==> config.mk <==
export PLATFORM = sky130hd
export DESIGN_NAME = uge_thresh_detect
export DESIGN_NICKNAME = d
export VERILOG_FILES = /design/src/rtl/uge_thresh_detect.sv
export SDC_FILE = /design/constraint.sdc
export NUM_CORES = 1
export LEC_CHECK = 0
export ABC_AREA = 0
export BUFFER_PORTS_ARGS = -buffer_cell sky130_fd_sc_hd__buf_2
export CAP_MARGIN = 20
export CORE_AREA = 10 10 47 49
export CTS_BUF_LIST = sky130_fd_sc_hd__clkbuf_4 sky130_fd_sc_hd__clkbuf_8
export CTS_CLUSTER_DIAMETER = 100
export DETAILED_ROUTE_END_ITERATION = 6
export DIE_AREA = 0 0 57 59
export MAX_ROUTING_LAYER = met4
export PLACE_DENSITY = 0.85
export SLEW_MARGIN = 20
export SYNTH_ARGS = -nofsm -noshare
export SYNTH_HDL_FRONTEND = slang
export SYNTH_SLANG_ARGS = --single-unit
export TNS_END_PERCENT = 10
==> constraint.sdc <==
create_clock -name CLK -period 4.6 [get_ports CLK]
set_clock_uncertainty 0.05 [all_clocks]
set_input_delay 0 -clock CLK [delete_from_list [all_inputs] [get_ports CLK]]
set_output_delay 0 -clock CLK [all_outputs]
set_load 0.05 [all_outputs]
==> src/rtl/uge_thresh_detect.sv <==
// rtl/uge_thresh_detect.sv - debounced threshold alarm with optional hysteresis (UGE_THRESH_HYST_EN)
module uge_thresh_detect #(
    parameter int WIDTH = 4,
    parameter int COUNT = 3
) (
    input  logic             CLK,
    input  logic             ASYNCRESETN,
    input  logic             I_VALID,
    input  logic [WIDTH-1:0] I,
    input  logic             TH_LOAD,
    input  logic [WIDTH-1:0] TH,
`ifdef UGE_THRESH_HYST_EN
    input  logic [WIDTH-1:0] TL,
`endif
    output logic             O,
    output logic             O_RISE,
    output logic             O_FALL,
    output logic [3:0]       CNT
);

    typedef enum logic [1:0] {
        S_LOW     = 2'd0,
        S_PEND_HI = 2'd1,
        S_HIGH    = 2'd2,
        S_PEND_LO = 2'd3
    } state_t;

    localparam logic [3:0] CNT_MAX = 4'(COUNT);

    state_t           state_q, state_d;
    logic [3:0]       cnt_q, cnt_d;
    logic [WIDTH-1:0] th_q;
    logic             o_q, o_d;
    logic             rise_q, rise_d;
    logic             fall_q, fall_d;
    logic             pass;
    logic             release_c;
    logic [3:0]       cnt_inc;

`ifdef UGE_THRESH_HYST_EN
    logic [WIDTH-1:0] tl_q;

    // Lower threshold register, loaded together with the upper one
    always_ff @(posedge CLK or negedge ASYNCRESETN) begin
        if (!ASYNCRESETN) begin
            tl_q <= '1;
        end else if (TH_LOAD) begin
            tl_q <= TL;
        end
    end

    assign release_c = (I < tl_q);
`else
    assign release_c = (I < th_q);
`endif

    assign pass = (I >= th_q);

    // Saturating run counter increment; it never wraps past COUNT
    assign cnt_inc = (cnt_q >= CNT_MAX) ? CNT_MAX : cnt_q + 4'd1;

    // Upper threshold register; a same-cycle sample still sees the old value
    always_ff @(posedge CLK or negedge ASYNCRESETN) begin
        if (!ASYNCRESETN) begin
            th_q <= '1;
        end else if (TH_LOAD) begin
            th_q <= TH;
        end
    end

    // State, run counter and registered outputs
    always_ff @(posedge CLK or negedge ASYNCRESETN) begin
        if (!ASYNCRESETN) begin
            state_q <= S_LOW;
            cnt_q   <= 4'd0;
            o_q     <= 1'b0;
            rise_q  <= 1'b0;
            fall_q  <= 1'b0;
        end else begin
            state_q <= state_d;
            cnt_q   <= cnt_d;
            o_q     <= o_d;
            rise_q  <= rise_d;
            fall_q  <= fall_d;
        end
    end

    // Next-state logic: runs advance only on valid samples, invalid cycles hold
    always_comb begin
        state_d = state_q;
        cnt_d   = cnt_q;
        if (I_VALID) begin
            unique case (state_q)
                S_LOW: begin
                    if (pass) begin
                        if (CNT_MAX == 4'd1) begin
                            state_d = S_HIGH;
                            cnt_d   = 4'd0;
                        end else begin
                            state_d = S_PEND_HI;
                            cnt_d   = 4'd1;
                        end
                    end else begin
                        cnt_d = 4'd0;
                    end
                end
                S_PEND_HI: begin
                    if (pass) begin
                        if (cnt_inc >= CNT_MAX) begin
                            state_d = S_HIGH;
                            cnt_d   = 4'd0;
                        end else begin
                            cnt_d = cnt_inc;
                        end
                    end else begin
                        state_d = S_LOW;
                        cnt_d   = 4'd0;
                    end
                end
                S_HIGH: begin
                    if (release_c) begin
                        if (CNT_MAX == 4'd1) begin
                            state_d = S_LOW;
                            cnt_d   = 4'd0;
                        end else begin
                            state_d = S_PEND_LO;
                            cnt_d   = 4'd1;
                        end
                    end else begin
                        cnt_d = 4'd0;
                    end
                end
                S_PEND_LO: begin
                    if (release_c) begin
                        if (cnt_inc >= CNT_MAX) begin
                            state_d = S_LOW;
                            cnt_d   = 4'd0;
                        end else begin
                            cnt_d = cnt_inc;
                        end
                    end else begin
                        state_d = S_HIGH;
                        cnt_d   = 4'd0;
                    end
                end
                default: begin
                    state_d = S_LOW;
                    cnt_d   = 4'd0;
                end
            endcase
        end
        o_d    = (state_d == S_HIGH) || (state_d == S_PEND_LO);
        rise_d = o_d & ~o_q;
        fall_d = ~o_d & o_q;
    end

    assign O      = o_q;
    assign O_RISE = rise_q;
    assign O_FALL = fall_q;
    assign CNT    = cnt_q;

endmodule
# [Word-level counts from Yosys, hierarchy flattened]
# Index checks and enable logic that the tools add are counted.
# Widths: inputs -> output; s select.
[classes] bitwise=4 n_mux=15 addsub=1 eq_ne=5 magnitude_cmp=4 reduce_logical=2
[ops] cell="$mux 4" n=4
[ops] cell="$pmux 4 s4" n=1
[ops] cell="$mux 2" n=7
[ops] cell="$eq 2x2->1 const B" n=4
[ops] cell="$ge 4x2->1 const B" n=2
[ops] cell="$pmux 2 s4" n=1
[ops] cell="$add 4x1->4 const B" n=1
[ops] cell="$ge 4x4->1" n=1
[ops] cell="$lt 4x4->1" n=1
[ops] cell="$and 1x1->1" n=2
[ops] cell="$eq 2x1->1 const B" n=1
[ops] cell="$logic_not 2->1" n=1
[ops] cell="$mux 1" n=2
[ops] cell="$not 1->1" n=2
[ops] cell="$logic_or 1x1->1" n=1
[word_totals] inputBits=12 ff_bits=13

# [Logic depth before layout (Yosys ltp)]
[logic_depth] ltp_word=11 depth_mapped=7

# [Worst setup path before layout]
# No wires, ideal clock.
[synth_path] path_type="register -> register" start="register cnt_q[0] (netlist: CNT[0])" end="register fall_q (netlist: O_FALL)" arrival_time_ns=1.782 synth_period_minus_slack_ns=1.900 slack_ns=2.700 setup_time_ns=0.068 stages_incl_launch_ff=7 path_buffers=0 path_cell_list="dfrtp_1 -> ha_1 -> or3_4 -> nor2_1 -> nor2_1 -> mux2i_1 -> and2_1"
[synth_via] elab_chain_cells=11 word_cells_on_any_way=15
[synth_rtl] element="from (decl)" line="31" source="logic [3:0] cnt_q, cnt_d;"
[synth_rtl] element="from (signal assigned)" line="81" source="cnt_q <= cnt_d;"
[synth_rtl] element="$add 4x1->4 or $ge 4x2->1 (tied branches)" line="60" source="assign cnt_inc = (cnt_q >= CNT_MAX) ? CNT_MAX : cnt_q + 4'd1;"
[synth_rtl] element="$mux 4 (*)" line="60"
[synth_rtl] element="$ge 4x2->1 (*)" line="109, 135"
[synth_rtl] element="$mux 2, on equally long branches" line="135, 109"
[synth_rtl] element="$mux 2, on equally long branches" line="134, 108"
[synth_rtl] element="$pmux 2 s4 (*)" line="93" source="unique case (state_q)"
[synth_rtl] element="$mux 2 (*)" line="92" source="if (I_VALID) begin"
[synth_rtl] element="$eq 2x2->1" line="152" source="o_d = (state_d == S_HIGH) || (state_d == S_PEND_LO);"
[synth_rtl] element="$logic_or 1x1->1 (*)" line="152"
[synth_rtl] element="$not 1->1 (*)" line="154" source="fall_d = ~o_d & o_q;"
[synth_rtl] element="$and 1x1->1 (*)" line="154"
[synth_rtl] element="via fall_d" line="35" source="logic fall_q, fall_d;"
[synth_rtl] element="to (signal assigned)" line="84" source="fall_q <= fall_d;"
[synth_rtl] element="to (decl)" line="35"
# Mark *: on every way through the listed nets, which the timed path passes. The rest lies on a longest branch.
# A chain may end at the register's enable or synchronous reset.

# [Worst setup path in the final report]
[layout_path] start="register th_q[1]" end="register fall_q (netlist: O_FALL)"
[layout_via] elab_chain_cells=8 word_cells_on_any_way=13
[layout_rtl] element="from (decl)" line="32" source="logic [WIDTH-1:0] th_q;"
[layout_rtl] element="from (signal assigned)" line="65" source="th_q <= '1;"
[layout_rtl] element="from (signal assigned)" line="67" source="th_q <= TH;"
[layout_rtl] element="$lt 4x4->1 or $ge 4x4->1 (tied branches)" line="54, 57"
[layout_rtl] element="$mux 2, on equally long branches"
[layout_rtl] element="$pmux 2 s4 (*)" line="93"
[layout_rtl] element="$mux 2 (*)" line="92"
[layout_rtl] element="$eq 2x2->1" line="152"
[layout_rtl] element="$logic_or 1x1->1 (*)" line="152"
[layout_rtl] element="$not 1->1 (*)" line="154"
[layout_rtl] element="$and 1x1->1 (*)" line="154"
[layout_rtl] element="via fall_d" line="35"
# Marks and branches as above.

==> flow_metrics.py <==
metrics = {
    "status": {
        "outcome": "completed",
    },
    "hold_path": {
        "hp-class": "primary input to asynchronous set/reset pin",
    },
    "clock_network": {
        "root_buffer": "clkbuf_4",
        "htree_levels": 1,
        "clock_latency_ns": 0.28,
        "cts.sinks": 13,
        "ctsResizeCount": 0,
        "numCtsBuffers": 3,
        "clk_pin_slew_ns": 0.08,
        "cts_setup_buffers": 0,
        "clockBufferDepth": 2,
        "tritoncts": "yes",
    },
    "layout": {
        "fin_cells": 112,
        "antenna_cells": 0,
        "final_nets": 114,
        "drive_gt1_share_pct": 31.25,
        "final_core_util_pct": 64.46,
        "nFillCells": 113,
        "syn_to_final_growth_pct": 42.69,
    },
    "logic_synthesis": {
        "synthCells": 61,
        "yosysTopAreaCellShare_pct": 35.57,
        "synth_ff_type": "dfrtp_1",
        "syn_nets": 78,
        "synth_most_common_cell": "dfrtp_1",
        "syn_area_per_cell_um2": 10.38,
        "synth_area_um2": 633.1,
        "ys_top_cells_by_area": "dfrtp_1, dfstp_2, ha_1",
        "yosysTopAreaCell": "dfrtp_1",
        "ys_ff_latch": 13,
        "yosysWarnings": 0,
        "synth_common_cells": "dfrtp_1, inv_1, nand2_1",
        "synth_edf_count": 0,
        "ys_types": 21,
        "ys_seq_area_share_pct": 52.17,
        "async_flop_share_pct": 100.0,
    },
    "timing": {
        "finalSetupViolCount": 0,
        "maxSlewViolCount": 0,
        "slew_headroom_pct": 79.63,
        "hold_viol": 0,
        "fin_tns_setup_ns": 0,
        "post-route-period-util_pct": 43.15,
        "timing.final.crit_period_ns": 1.985,
        "tightest_slew_ns": 0.2971,
        "max_freq_ghz": 0.5038,
        "rsz0062_at_grt": "false",
    },
    "critical_path": {
        "crit_required_ns": 4.77,
        "end_kind": "flop",
        "ff2ff_path_depth": 7,
        "reg2reg_to": "O_FALL$_DFF_PN0_",
        "crit_path_max_fanout": 4,
        "crit_type": "flop to flop",
        "worstSetupStartpointType": "flop",
        "r2r_slack_ns": 2.62,
        "critical_path_arrival_ns": 2.16,
        "reg2reg_from": "th_q[1]$_DFFE_PN1P_",
    },
    "grt": {
        "grt_pass1_wl_um": 2628,
        "grt_max_degree": 14,
        "antenna_found_initial": 0,
        "grt_pass1_vias": 616,
        "grt_use_total_pct": 10.09,
        "grt-ovfl-total": 0,
    },
    "power": {
        "power_density_mw_per_mm2": 485.1,
        "ir_drop_v": 0.0003403,
        "power_leakage_nw": 0.4538,
    },
    "place": {
        "dpl.hpwl_um": 1093,
        "place.gp.congestion": 0.8052,
        "dp_cells": 95,
        "portBuffers": 18,
    },
    "routing": {
        "wirelength_um": 1630,
        "final_antenna_net_count": 0,
        "firstDrtPassIters": 4,
        "drt_iter0_markers": 10,
        "drc_errors": 0,
        "routed_via_density": 5.098,
        "vias": 571,
        "wl_per_cell_um": 14.55,
    },
    "floorplan": {
        "die_h_um": 59,
        "initial_core_util_pct": 45.18,
        "dieArea_mm2": 0.003363,
        "io_pins": 19,
        "rows": 14,
        "die_w_um": 57,
        "coreArea_mm2": 0.001401,
    },
    "job": {
        "maxCapViolations": 0,
    },
}
-- area by class of cell --
| type | instances | area, um2 | share of cell area, % |
|---|---|---|---|
| inverters | 7 | 26.28 | 2.909 |
| multi-input cells | 41 | 276.5 | 30.61 |
| flip-flops and latches | 13 | 330.3 | 36.57 |
| repair buffers | 31 | 220.2 | 24.38 |
| clock buffers | 4 | 30.03 | 3.324 |
| well taps | 16 | 20.02 | 2.216 |
-- worst max path at each step --
stage | startpoint | endpoint | slack [ns] | depth (start not counted)
after detailed placement | th_q[1]$_DFFE_PN1P_ | O_FALL$_DFF_PN0_ | 2.68 | 7
after floorplan | CNT[0]$_DFFE_PN0P_ | O_FALL$_DFF_PN0_ | 2.70 | 6
after global placement | th_q[1]$_DFFE_PN1P_ | O_FALL$_DFF_PN0_ | 2.78 | 7
after global routing | th_q[1]$_DFFE_PN1P_ | O_FALL$_DFF_PN0_ | 2.53 | 7
after CTS | th_q[1]$_DFFE_PN1P_ | O_FALL$_DFF_PN0_ | 2.66 | 7
final | th_q[1]$_DFFE_PN1P_ | O_FALL$_DFF_PN0_ | 2.62 | 7
-- state kept, by name, summed over array words and instances (netlist names) --
register / count
O: 1
th_q: 4
O_RISE: 1
O_FALL: 1
CNT: 4
state_q: 2
-- logic make-up after synthesis --
family | count (synthesis) | synth area share, %
buf+inv | 7 | 4.151
compound gates | 14 | 14.03
simple gates | 20 | 16.40
fa+ha+maj | 5 | 9.881
mux | 2 | 3.360
flops | 13 | 52.17
-- what timing repair did --
item / in CTS / in global routing
endpoints found under the hold margin: 21 / 0
hold buffers: 13 / 0
endpoints found under the setup margin: 0 / 0
-- metrics by stage --
step	total power, mW	area, um2	setup WS (ns)	hold WS, ns
6_report	0.4382	903.4	2.615	0.07550
5_1_grt	0.4641	903.4	2.530	0.09020
4_1_cts	0.4377	903.4	2.662	0.07716
3_5_place_dp	0.3509	743.2	2.682	-0.1490
3_3_place_gp	0.3427	743.2	2.783	-0.1575
2_1_floorplan	0.3027	633.1	2.700	-0.3456
-- cells in the final DEF (no fill, tap or decap) --
| master | count |
|---|---|
| nand3_1 | 1 |
| dlygate4sd3_1 | 13 |
| and2b_2 | 1 |
| or3_4 | 1 |
| nor2b_1 | 3 |
| dfrtp_1 | 9 |
| nor3_1 | 2 |
| o2bb2ai_1 | 2 |
| inv_1 | 7 |
| o211ai_1 | 2 |
| o22ai_1 | 1 |
| clkbuf_4 | 4 |
| buf_2 | 18 |
| and2_1 | 1 |
| a21oi_1 | 3 |
| a21bo_2 | 1 |
| dfstp_2 | 4 |
| nand2_1 | 7 |
| nand4_1 | 1 |
| ha_1 | 5 |
| nor2_1 | 3 |
| mux2i_1 | 1 |
| mux2_2 | 1 |
| o21ai_0 | 5 |
-- metal layers --
layer | wire (um) | part of all wire [%] | GRT usage, % | vias to the layer above
li1 | - | - | - | 279
met1 | 630 | 39 | 10.24 | 282
met5 | 0 | 0 | - | -
met2 | 943 | 58 | 17.67 | 6
met3 | 23 | 1.4 | 1.288 | 4
met4 | 32 | 2.0 | 7.047 | 0
-- power breakdown --
part	internal, mW	leakage, nW	switching, mW	total (mW)
Combinational	0.0669	0.277	0.123	0.190
Sequential	0.146	0.158	0.0245	0.171
Clock	0.0395	0.0184	0.0382	0.0777
Total	0.252	0.454	0.186	0.438
-- critical path, cell delays in order (launching register included) --
cell      delay (ns)
dfstp_2         0.53
inv_1           0.05
ha_1            0.28
nor2b_1         0.13
o211ai_1        0.26
o211ai_1        0.16
mux2i_1         0.29
and2_1          0.17
Note: power is estimated with default switching activity, not from simulation.
